$ cat src/rtl/ats21_cmd_sequencer.sv
`default_nettype none
// ============================================================================
// Module      : ats21_cmd_sequencer (with helper ats21_cmd_fifo)
// Description : Pairs client A/B instruction FIFO heads into one ATS21
//               req/ctrlA/ctrlB two-word transaction and returns stat/data.
// Revision    : 1.0 - initial release
// ============================================================================

module ats21_cmd_fifo #(
    parameter int DEPTH = 4
) (
    input  logic        clk,
    input  logic        reset,
    input  logic        push,
    input  logic [31:0] din,
    input  logic        pop,
    output logic [31:0] dout,
    output logic        empty,
    output logic        full
);
    localparam int              c_aw    = $clog2(DEPTH);
    localparam logic [c_aw:0]   c_depth = (c_aw + 1)'(DEPTH);

    logic [31:0]     r_mem [DEPTH];
    logic [c_aw-1:0] r_wr;
    logic [c_aw-1:0] r_rd;
    logic [c_aw:0]   r_cnt;

    always_ff @(posedge clk or posedge reset) begin
        if (reset) begin
            r_wr  <= '0;
            r_rd  <= '0;
            r_cnt <= '0;
        end else begin
            if (push) r_wr <= r_wr + 1'b1;
            if (pop)  r_rd <= r_rd + 1'b1;
            r_cnt <= r_cnt + (c_aw + 1)'(push) - (c_aw + 1)'(pop);
        end
    end

    // Storage carries no reset; occupancy is tracked solely by the pointers.
    always_ff @(posedge clk) begin
        if (push) r_mem[r_wr] <= din;
    end

    assign dout  = r_mem[r_rd];
    assign empty = (r_cnt == '0);
    assign full  = (r_cnt == c_depth);
endmodule

module ats21_cmd_sequencer #(
    parameter int FIFO_DEPTH = 4,
    parameter int TIMEOUT    = 16
) (
    input  logic        clk,
    input  logic        reset,
    input  logic        a_valid,
    input  logic [31:0] a_instr,
    output logic        a_ready,
    input  logic        b_valid,
    input  logic [31:0] b_instr,
    output logic        b_ready,
    output logic        ats_req,
    output logic [15:0] ats_ctrlA,
    output logic [15:0] ats_ctrlB,
    input  logic        ats_ready,
    input  logic [1:0]  ats_stat,
    input  logic [23:0] ats_data,
    output logic        rsp_valid,
    output logic [1:0]  rsp_stat,
    output logic [23:0] rsp_data,
    output logic        rsp_tmo,
    output logic        rsp_a_nop,
    output logic        rsp_b_nop,
    output logic        busy
);
    localparam int              c_tw       = ($clog2(TIMEOUT) < 4) ? 4 : $clog2(TIMEOUT);
    localparam logic [c_tw-1:0] c_tmo_last = c_tw'(TIMEOUT - 1);

    typedef enum logic [2:0] {
        S_IDLE = 3'd0,
        S_REQ  = 3'd1,
        S_HI   = 3'd2,
        S_LO   = 3'd3,
        S_WAIT = 3'd4,
        S_RESP = 3'd5
    } state_t;

    state_t          r_state;
    logic [31:0]     r_stg_a;
    logic [31:0]     r_stg_b;
    logic            r_nop_a;
    logic            r_nop_b;
    logic [c_tw-1:0] r_timer;

    logic            r_req;
    logic [15:0]     r_ctrl_a;
    logic [15:0]     r_ctrl_b;
    logic            r_rsp_valid;
    logic [1:0]      r_rsp_stat;
    logic [23:0]     r_rsp_data;
    logic            r_rsp_tmo;
    logic            r_rsp_a_nop;
    logic            r_rsp_b_nop;
    logic            r_busy;

    logic            w_push_a, w_push_b;
    logic            w_pop_a,  w_pop_b;
    logic            w_empty_a, w_empty_b;
    logic            w_full_a,  w_full_b;
    logic [31:0]     w_head_a,  w_head_b;

    assign a_ready  = !w_full_a;
    assign b_ready  = !w_full_b;
    assign w_push_a = a_valid && !w_full_a;
    assign w_push_b = b_valid && !w_full_b;
    assign w_pop_a  = (r_state == S_IDLE) && !w_empty_a;
    assign w_pop_b  = (r_state == S_IDLE) && !w_empty_b;

    ats21_cmd_fifo #(.DEPTH(FIFO_DEPTH)) u_fifo_a (
        .clk   (clk),
        .reset (reset),
        .push  (w_push_a),
        .din   (a_instr),
        .pop   (w_pop_a),
        .dout  (w_head_a),
        .empty (w_empty_a),
        .full  (w_full_a)
    );

    ats21_cmd_fifo #(.DEPTH(FIFO_DEPTH)) u_fifo_b (
        .clk   (clk),
        .reset (reset),
        .push  (w_push_b),
        .din   (b_instr),
        .pop   (w_pop_b),
        .dout  (w_head_b),
        .empty (w_empty_b),
        .full  (w_full_b)
    );

    // Outputs are assigned on the edge that enters each state, so they line
    // up cycle-exactly with the state they belong to.
    always_ff @(posedge clk or posedge reset) begin
        if (reset) begin
            r_state     <= S_IDLE;
            r_stg_a     <= '0;
            r_stg_b     <= '0;
            r_nop_a     <= 1'b0;
            r_nop_b     <= 1'b0;
            r_timer     <= '0;
            r_req       <= 1'b0;
            r_ctrl_a    <= '0;
            r_ctrl_b    <= '0;
            r_rsp_valid <= 1'b0;
            r_rsp_stat  <= '0;
            r_rsp_data  <= '0;
            r_rsp_tmo   <= 1'b0;
            r_rsp_a_nop <= 1'b0;
            r_rsp_b_nop <= 1'b0;
            r_busy      <= 1'b0;
        end else begin
            r_rsp_valid <= 1'b0;
            case (r_state)
                S_IDLE: begin
                    if (!w_empty_a || !w_empty_b) begin
                        r_stg_a  <= w_empty_a ? 32'h0 : w_head_a;
                        r_stg_b  <= w_empty_b ? 32'h0 : w_head_b;
                        r_nop_a  <= w_empty_a;
                        r_nop_b  <= w_empty_b;
                        r_req    <= 1'b1;
                        r_ctrl_a <= '0;
                        r_ctrl_b <= '0;
                        r_busy   <= 1'b1;
                        r_state  <= S_REQ;
                    end
                end
                S_REQ: begin
                    r_req    <= 1'b0;
                    r_ctrl_a <= r_stg_a[31:16];
                    r_ctrl_b <= r_stg_b[31:16];
                    r_state  <= S_HI;
                end
                S_HI: begin
                    r_ctrl_a <= r_stg_a[15:0];
                    r_ctrl_b <= r_stg_b[15:0];
                    r_timer  <= '0;
                    r_state  <= S_LO;
                end
                S_LO: begin
                    r_state <= S_WAIT;
                end
                S_WAIT: begin
                    if (ats_ready || (r_timer == c_tmo_last)) begin
                        r_rsp_valid <= 1'b1;
                        r_rsp_stat  <= ats_ready ? ats_stat : 2'b00;
                        r_rsp_data  <= ats_ready ? ats_data : 24'h0;
                        r_rsp_tmo   <= !ats_ready;
                        r_rsp_a_nop <= r_nop_a;
                        r_rsp_b_nop <= r_nop_b;
                        r_ctrl_a    <= '0;
                        r_ctrl_b    <= '0;
                        r_state     <= S_RESP;
                    end else begin
                        r_timer <= r_timer + 1'b1;
                    end
                end
                S_RESP: begin
                    r_busy  <= 1'b0;
                    r_state <= S_IDLE;
                end
                default: begin
                    r_req    <= 1'b0;
                    r_ctrl_a <= '0;
                    r_ctrl_b <= '0;
                    r_busy   <= 1'b0;
                    r_state  <= S_IDLE;
                end
            endcase
        end
    end

    assign ats_req   = r_req;
    assign ats_ctrlA = r_ctrl_a;
    assign ats_ctrlB = r_ctrl_b;
    assign rsp_valid = r_rsp_valid;
    assign rsp_stat  = r_rsp_stat;
    assign rsp_data  = r_rsp_data;
    assign rsp_tmo   = r_rsp_tmo;
    assign rsp_a_nop = r_rsp_a_nop;
    assign rsp_b_nop = r_rsp_b_nop;
    assign busy      = r_busy;
endmodule

`default_nettype wire

$ cat config.mk
export PLATFORM = sky130hd
export DESIGN_NAME = ats21_cmd_sequencer
export DESIGN_NICKNAME = d
export VERILOG_FILES = /design/src/rtl/ats21_cmd_sequencer.sv
export SDC_FILE = /design/constraint.sdc
export NUM_CORES = 1
export LEC_CHECK = 0
export CORE_UTILIZATION = 50
export CTS_BUF_LIST = sky130_fd_sc_hd__clkbuf_2
export DETAILED_ROUTE_END_ITERATION = 8
export PLACE_DENSITY = 0.74
export REMOVE_ABC_BUFFERS = 1
export SLEW_MARGIN = 20
export SYNTH_ARGS = -nofsm -noshare
export SYNTH_HDL_FRONTEND = slang
export SYNTH_SLANG_ARGS = --single-unit
$ cat constraint.sdc
create_clock -name clk -period 5.1 [get_ports clk]
set_input_delay 1.02 -clock clk [delete_from_list [all_inputs] [get_ports clk]]
set_output_delay 1.02 -clock clk [all_outputs]
set_load 0.01 [all_outputs]
* Word-level counts from Yosys, hierarchy flattened
Memories as Yosys holds them, arrays and structs flattened.
Cells that the tools add are included.
** Storage, ports and cells
- Register bits after elaboration :: 151
- Memory bits (writable) :: 256
- Bits of input ports :: 95
- Output and inout bits :: 66
- Word-level logic and storage cells :: 94
- Memories :: 2
** Memories
- u_fifo_a.r_mem :: depth 4, bits a word 32, read ports 1, clocked after Yosys merged registers in 0, wr ports 1, line 24 : logic [31:0] r_mem [DEPTH];
- u_fifo_b.r_mem :: depth 4, bits a word 32, read ports 1, clocked after Yosys merged registers in 0, wr ports 1, line 24
** Operators by class
- $add $sub $neg :: 9
- Equal/unequal tests :: 11
- Multiplexer cells :: 22
- Bitwise operators :: 3
- Reductions and logical operators :: 25
** Operator list (count)
- 16-bit case mux with 5 select lines :: 2
- 32-bit two-way mux :: 2
- 16-bit two-way mux :: 2
- 24-bit two-way mux :: 1
- 3-bit case mux with 5 select lines :: 1
- 3-bit == test (second input constant) :: 4
- 2-bit AND reduction :: 6
- 3-bit logical NOT :: 3
- 2-bit by 1-bit adder with 2-bit output (second input constant) :: 4
- 4-bit case mux with 2 select lines :: 1
- 4-bit OR reduction :: 2
- 1-bit two-way mux :: 7
- 3-bit by 1-bit adder with 3-bit output :: 2
- 3-bit by 2-bit == test with 1-bit output (second input constant) :: 2
- 3-bit two-way mux :: 2
- 3-bit by 1-bit subtractor with 3-bit output :: 2
- 1-bit logical NOT :: 5
- 4-bit by 1-bit adder with 4-bit output (second input constant) :: 1
- 4-bit == test (second input constant) :: 1
- 1-bit logical AND :: 4
- 4-bit two-way mux :: 1
- 2-bit != test (second input constant) :: 2
- 1-bit case mux with 2 select lines :: 2
- 3-bit by 1-bit == test with 1-bit output (second input constant) :: 1
- 7 further kinds :: 10

* Logic depth before layout (Yosys ltp)
- Depth after elaboration :: 5
- Mapped depth :: 8
- Mapped depth without buffers :: 8

* By module
A second synthesis with hierarchy kept.
** Second synthesis, totals
- Cells, all modules :: 873
- Area, all modules :: 15857.7 um^2
** Modules (own cells, without submodules)
- ats21_cmd_fifo :: instances 2, cells an instance 203, area each 5058.6 um^2, seq. area each 4018.9 um^2
- ats21_cmd_sequencer :: instances 1, cells an instance 467, area each 5740.5 um^2, seq. area each 3428.3 um^2

* Least setup slack after synthesis
Ideal clock, no wire load.
- Kind :: input port to flip-flop
- Start :: input a_valid
- End :: memory u_fifo_a.r_mem[0][0], enable pin
- Library setup time :: 0.392 ns
- Arrival :: 1.846 ns
- Data required time :: 4.708 ns
- Slack :: 2.862 ns
- Stages on the path :: 1
- Path buffers :: 0
- Cells stage by stage :: and3_1
** On the way
- Word-level cells in the longest chain between the ends :: 3
** RTL lines
- start, declared :: line 57 : input logic a_valid,
- 1-bit logical AND :: line 115 : assign w_push_a = a_valid && !w_full_a;
- 1-bit two-way mux :: line 43 : if (push) r_mem[r_wr] <= din;
- 1-bit two-way mux (implied by the code) :: line 43
- end, declared :: line 24
Every way passes these cells.

* Final worst setup path
- Start :: register u_fifo_a.r_cnt[0]
- End :: output a_ready
** On the way
- Word-level cells in the longest chain between the ends :: 2
** RTL lines
- start, declared :: line 27 : logic [c_aw:0] r_cnt;
- start signal, assigned :: line 37 : r_cnt <= r_cnt + (c_aw + 1)'(push) - (c_aw + 1)'(pop);
- 3-bit == test :: line 48 : assign full = (r_cnt == c_depth);
- 1-bit logical NOT :: line 113 : assign a_ready = !w_full_a;
- end, declared :: line 59 : output logic a_ready,
Every way passes these cells.

==> flow_metrics.py <==
metrics = {
    "final_layout": {
        "area_delta_synth_final_pct": 18.0,
        "fin_util_pct": 59.8,
        "nNetsFinal": 1220,
        "final_area_um2": 18800,
        "fillCellCount": 2342,
        "drive_above_1_share_pct": 24.7,
    },
    "yosys": {
        "synthTopCellsByArea": "edfxtp_1 48%, dfrtp_1 24%, mux4_2 9.0%",
        "yosysUniqueCellTypes": 43,
        "yosysSeqAreaShare_pct": 71.9,
        "synth_edf_count": 256,
        "synth_common_cells": "256 x edfxtp_1, 151 x dfrtp_1, 90 x a22o_1, 64 x mux4_2, 47 x nand2_1",
        "ys.flop_type": "edfxtp_1",
        "muxShareOfSynthArea_pct": 11.6,
        "synth_top_area_cell": "edfxtp_1",
        "async_reset_ff_share_pct": 37.1,
        "synth_top_family_by_area": "multiplexers",
        "synth_seq_cells": 407,
        "syn_area_um2": 15900,
        "yosys.cell_count.top_type": "edfxtp_1",
        "yosys_warnings": 0,
        "synthSimpleGateAreaFrac_pct": 2.63,
        "synth.top_cell.area_share_pct": 48.2,
        "syn_area_per_cell_um2": 17.8,
        "synth_compound_area_share_pct": 9.68,
        "synthAdderAreaFrac_pct": 1.11,
        "synth_xor_area_share_pct": 0.714,
        "synth_cells": 898,
    },
    "placed_design": {
        "dp_slack_ps": 1810,
        "portBuffers": 160,
        "gp_congestion": 0.750,
        "hpwl_um": 18400,
        "postPlaceCellArea_um2": 17900,
    },
    "setup_path": {
        "worstReg2RegEnd": "u_fifo_a.r_cnt[2]",
        "arrival_ps": 2240,
        "critPathKind": "reg2out",
        "worst-path-max-fanout": 7,
        "reg2reg_from": "r_state[1]",
        "reg2reg_slack_ps": 2200,
        "crit_path_end_kind": "output pin",
        "cp_slowest_stage_delay_ps": 660,
        "path_buf_inv": 1,
        "required_ps": 4080,
        "critical-path-slowest-cell": "clkdlybuf4s50_1",
        "start_kind": "register",
        "rr_worst_depth": 8,
        "crit_chain": "nor2_1 > nand2_1 > clkdlybuf4s50_1",
        "crit_family": "buffers and inverters",
    },
    "hold_path": {
        "min_path_cells": 1,
        "min_from": "r_stg_a[1]",
        "hold_path.class": "reg2reg",
        "hold_path_end": "r_stg_a[1]",
    },
    "route": {
        "drtIter0Drc": 571,
        "ant_nets": 0,
        "drc": 2,
        "dr.pass1.iters": 9,
        "wire_per_inst_um": 20.3,
        "avgViaCountPerCell": 5.64,
        "routed_wl_um": 32500,
        "dr_total_vias": 9024,
    },
    "clock_tree": {
        "clk_pin_slew_worst_paths_ps": 100,
        "hold_buffers": 0,
        "cts_resized": 0,
        "cts_tree": "built",
        "cts_buffers": 98,
        "h-tree-depth": 3,
        "clk_latency_ps": 970,
        "cts_buffer_depth": 3,
        "postCtsSetupBuffers": 0,
        "root_buffer": "clkbuf_2",
        "clock_sinks": 407,
    },
    "timing": {
        "worst_pin_slew_ps": 1060,
        "skew_ps": 112,
        "slew_viol_final": 0,
        "finalSetupViolCount": 0,
        "finalCritPeriodShare_pct": 63.9,
        "layout_min_cycle_time_ps": 3260,
        "finalHoldViolations": 0,
        "rsz0062_at_grt": "no",
        "fmax_ghz": 0.307,
        "setup_slack_ps": 1840,
        "slew_headroom_pct": 29.5,
    },
    "global_route": {
        "grtUsageMet3_pct": 5.58,
        "grt_pass1_vias": 9393,
        "antenna_found_initial": 3,
        "busiest_layer": "met2",
        "grtUsageTotal_pct": 20.3,
        "grtUsageMet2_pct": 34.7,
        "grt_pass1_wl_um": 50700,
        "grt.met1_usage_pct": 24.8,
        "globalRouteOverflowTotal": 0,
        "grt_max_degree": 105,
    },
    "die": {
        "die_h_um": 181,
        "std_cell_rows": 65,
        "dieArea_um2": 32600,
        "ios": 161,
        "coreArea_um2": 31500,
        "start_util_pct": 50.7,
        "die_w_um": 181,
    },
    "status": {
        "outcome": "finished, violations left",
        "violations": "DRC",
    },
    "power": {
        "powerDensity_nw_per_um2": 576,
        "ir_worst_vdd_mv": 0.282,
        "leakagePower_nw": 7.34,
    },
    "flow_run": {
        "cap_viol_max_count": 0,
    },
}
[placed cells by master, fill, tap and decap left out, drive strengths merged, types with 2 or more instances in the layout]
master and n:
nor2b 2, xor2 3, a211oi 2, a21o 30, mux2 34, fa 2
a22oi 31, and3 10, and2 2, a21oi 7, ha 11, a22o 90
dfrtp 151, nor4 3, nand3 3, buf 17, clkdlybuf4s50 160, mux4 64
a21bo 2, diode 3, clkinv 29, nor3 3, inv 14, xnor2 10
nor2 13, a32oi 2, o21ai 36, edfxtp 256, mux2i 2, nand2 47
clkbuf 150
[metrics by stage]
step	total power, W	cells	setup TNS, ps	hold slack, ps
finish	0.0108	1601	0	508
global route	0.0115	1600	0	522
global placement	0.00871	1414	0	481
floorplan	0.00744	835	-186	462
CTS	0.0110	1598	0	510
detailed placement	0.00887	1414	0	484
[worst max path at each step]
stage / from / endpoint / slack, ps / depth (start not counted)
floorplan: r_state[0] / u_fifo_a.r_cnt[2] / -190 / 6
global placement: ats_ready / rsp_a_nop / 1860 / 4
detailed placement: ats_ready / rsp_a_nop / 1810 / 4
CTS: u_fifo_a.r_cnt[0] / a_ready / 1790 / 3
global route: u_fifo_b.r_cnt[1] / b_ready / 1700 / 3
finish: u_fifo_a.r_cnt[0] / a_ready / 1840 / 3
[sequential cells by signal, indices dropped and copies added, names as in the netlist, 4 cells and up]
signal	cells
r_stg_a	32
u_fifo_a.r_mem	128
u_fifo_b.r_mem	128
r_stg_b	32
rsp_data	24
ats_ctrlA	16
ats_ctrlB	16
r_timer	4
[layer usage]
metal / vias up / wire (um)
li1: 4054 / -
met1: 4627 / 13500
met2: 304 / 16500
met3: 39 / 2060
met4: 0 / 463
met5: - / 0
[power by group]
group	internal (W)	switching, W	leakage (nW)	total (W)
Combinational	0.00188	0.00180	2.39	0.00368
Sequential	0.00451	0.000550	4.24	0.00506
Clock	0.000839	0.00125	0.712	0.00209
[cell type report]
type | instances | area (um^2) | area share [%]
Sequential cell | 407 | 11500 | 61.0
Multi-Input combinational cell | 418 | 4140 | 22.0
Timing Repair Buffer | 177 | 1730 | 9.19
Clock buffer | 150 | 751 | 3.99
Tap cell | 402 | 503 | 2.67
Clock inverter | 34 | 164 | 0.871
Inverter | 10 | 42.5 | 0.226
Antenna cell | 3 | 7.51 | 0.0399
[worst register-to-register path: stages (launching register included)]
cell and delay (ps):
dfrtp_2 600, buf_4 370, nor4_2 310, buf_4 450
xnor2_1 140, ha_1 240, fa_1 420, xnor2_1 180
xnor2_1 130
[cell families (layout without fill, tap and decap cells)]
logic type               Yosys count  in the layout
adder cells (fa/ha/maj)           13             13
buffers and inverters             73            371
XOR/XNOR                          13             13
AO/OA/AOI/OAI                    204            204
AND/OR/NAND/NOR                   88             88
other                              0              3
flip-flops                       407            407
multiplexers                     100            100
Power figures use the tool's default switching activity.
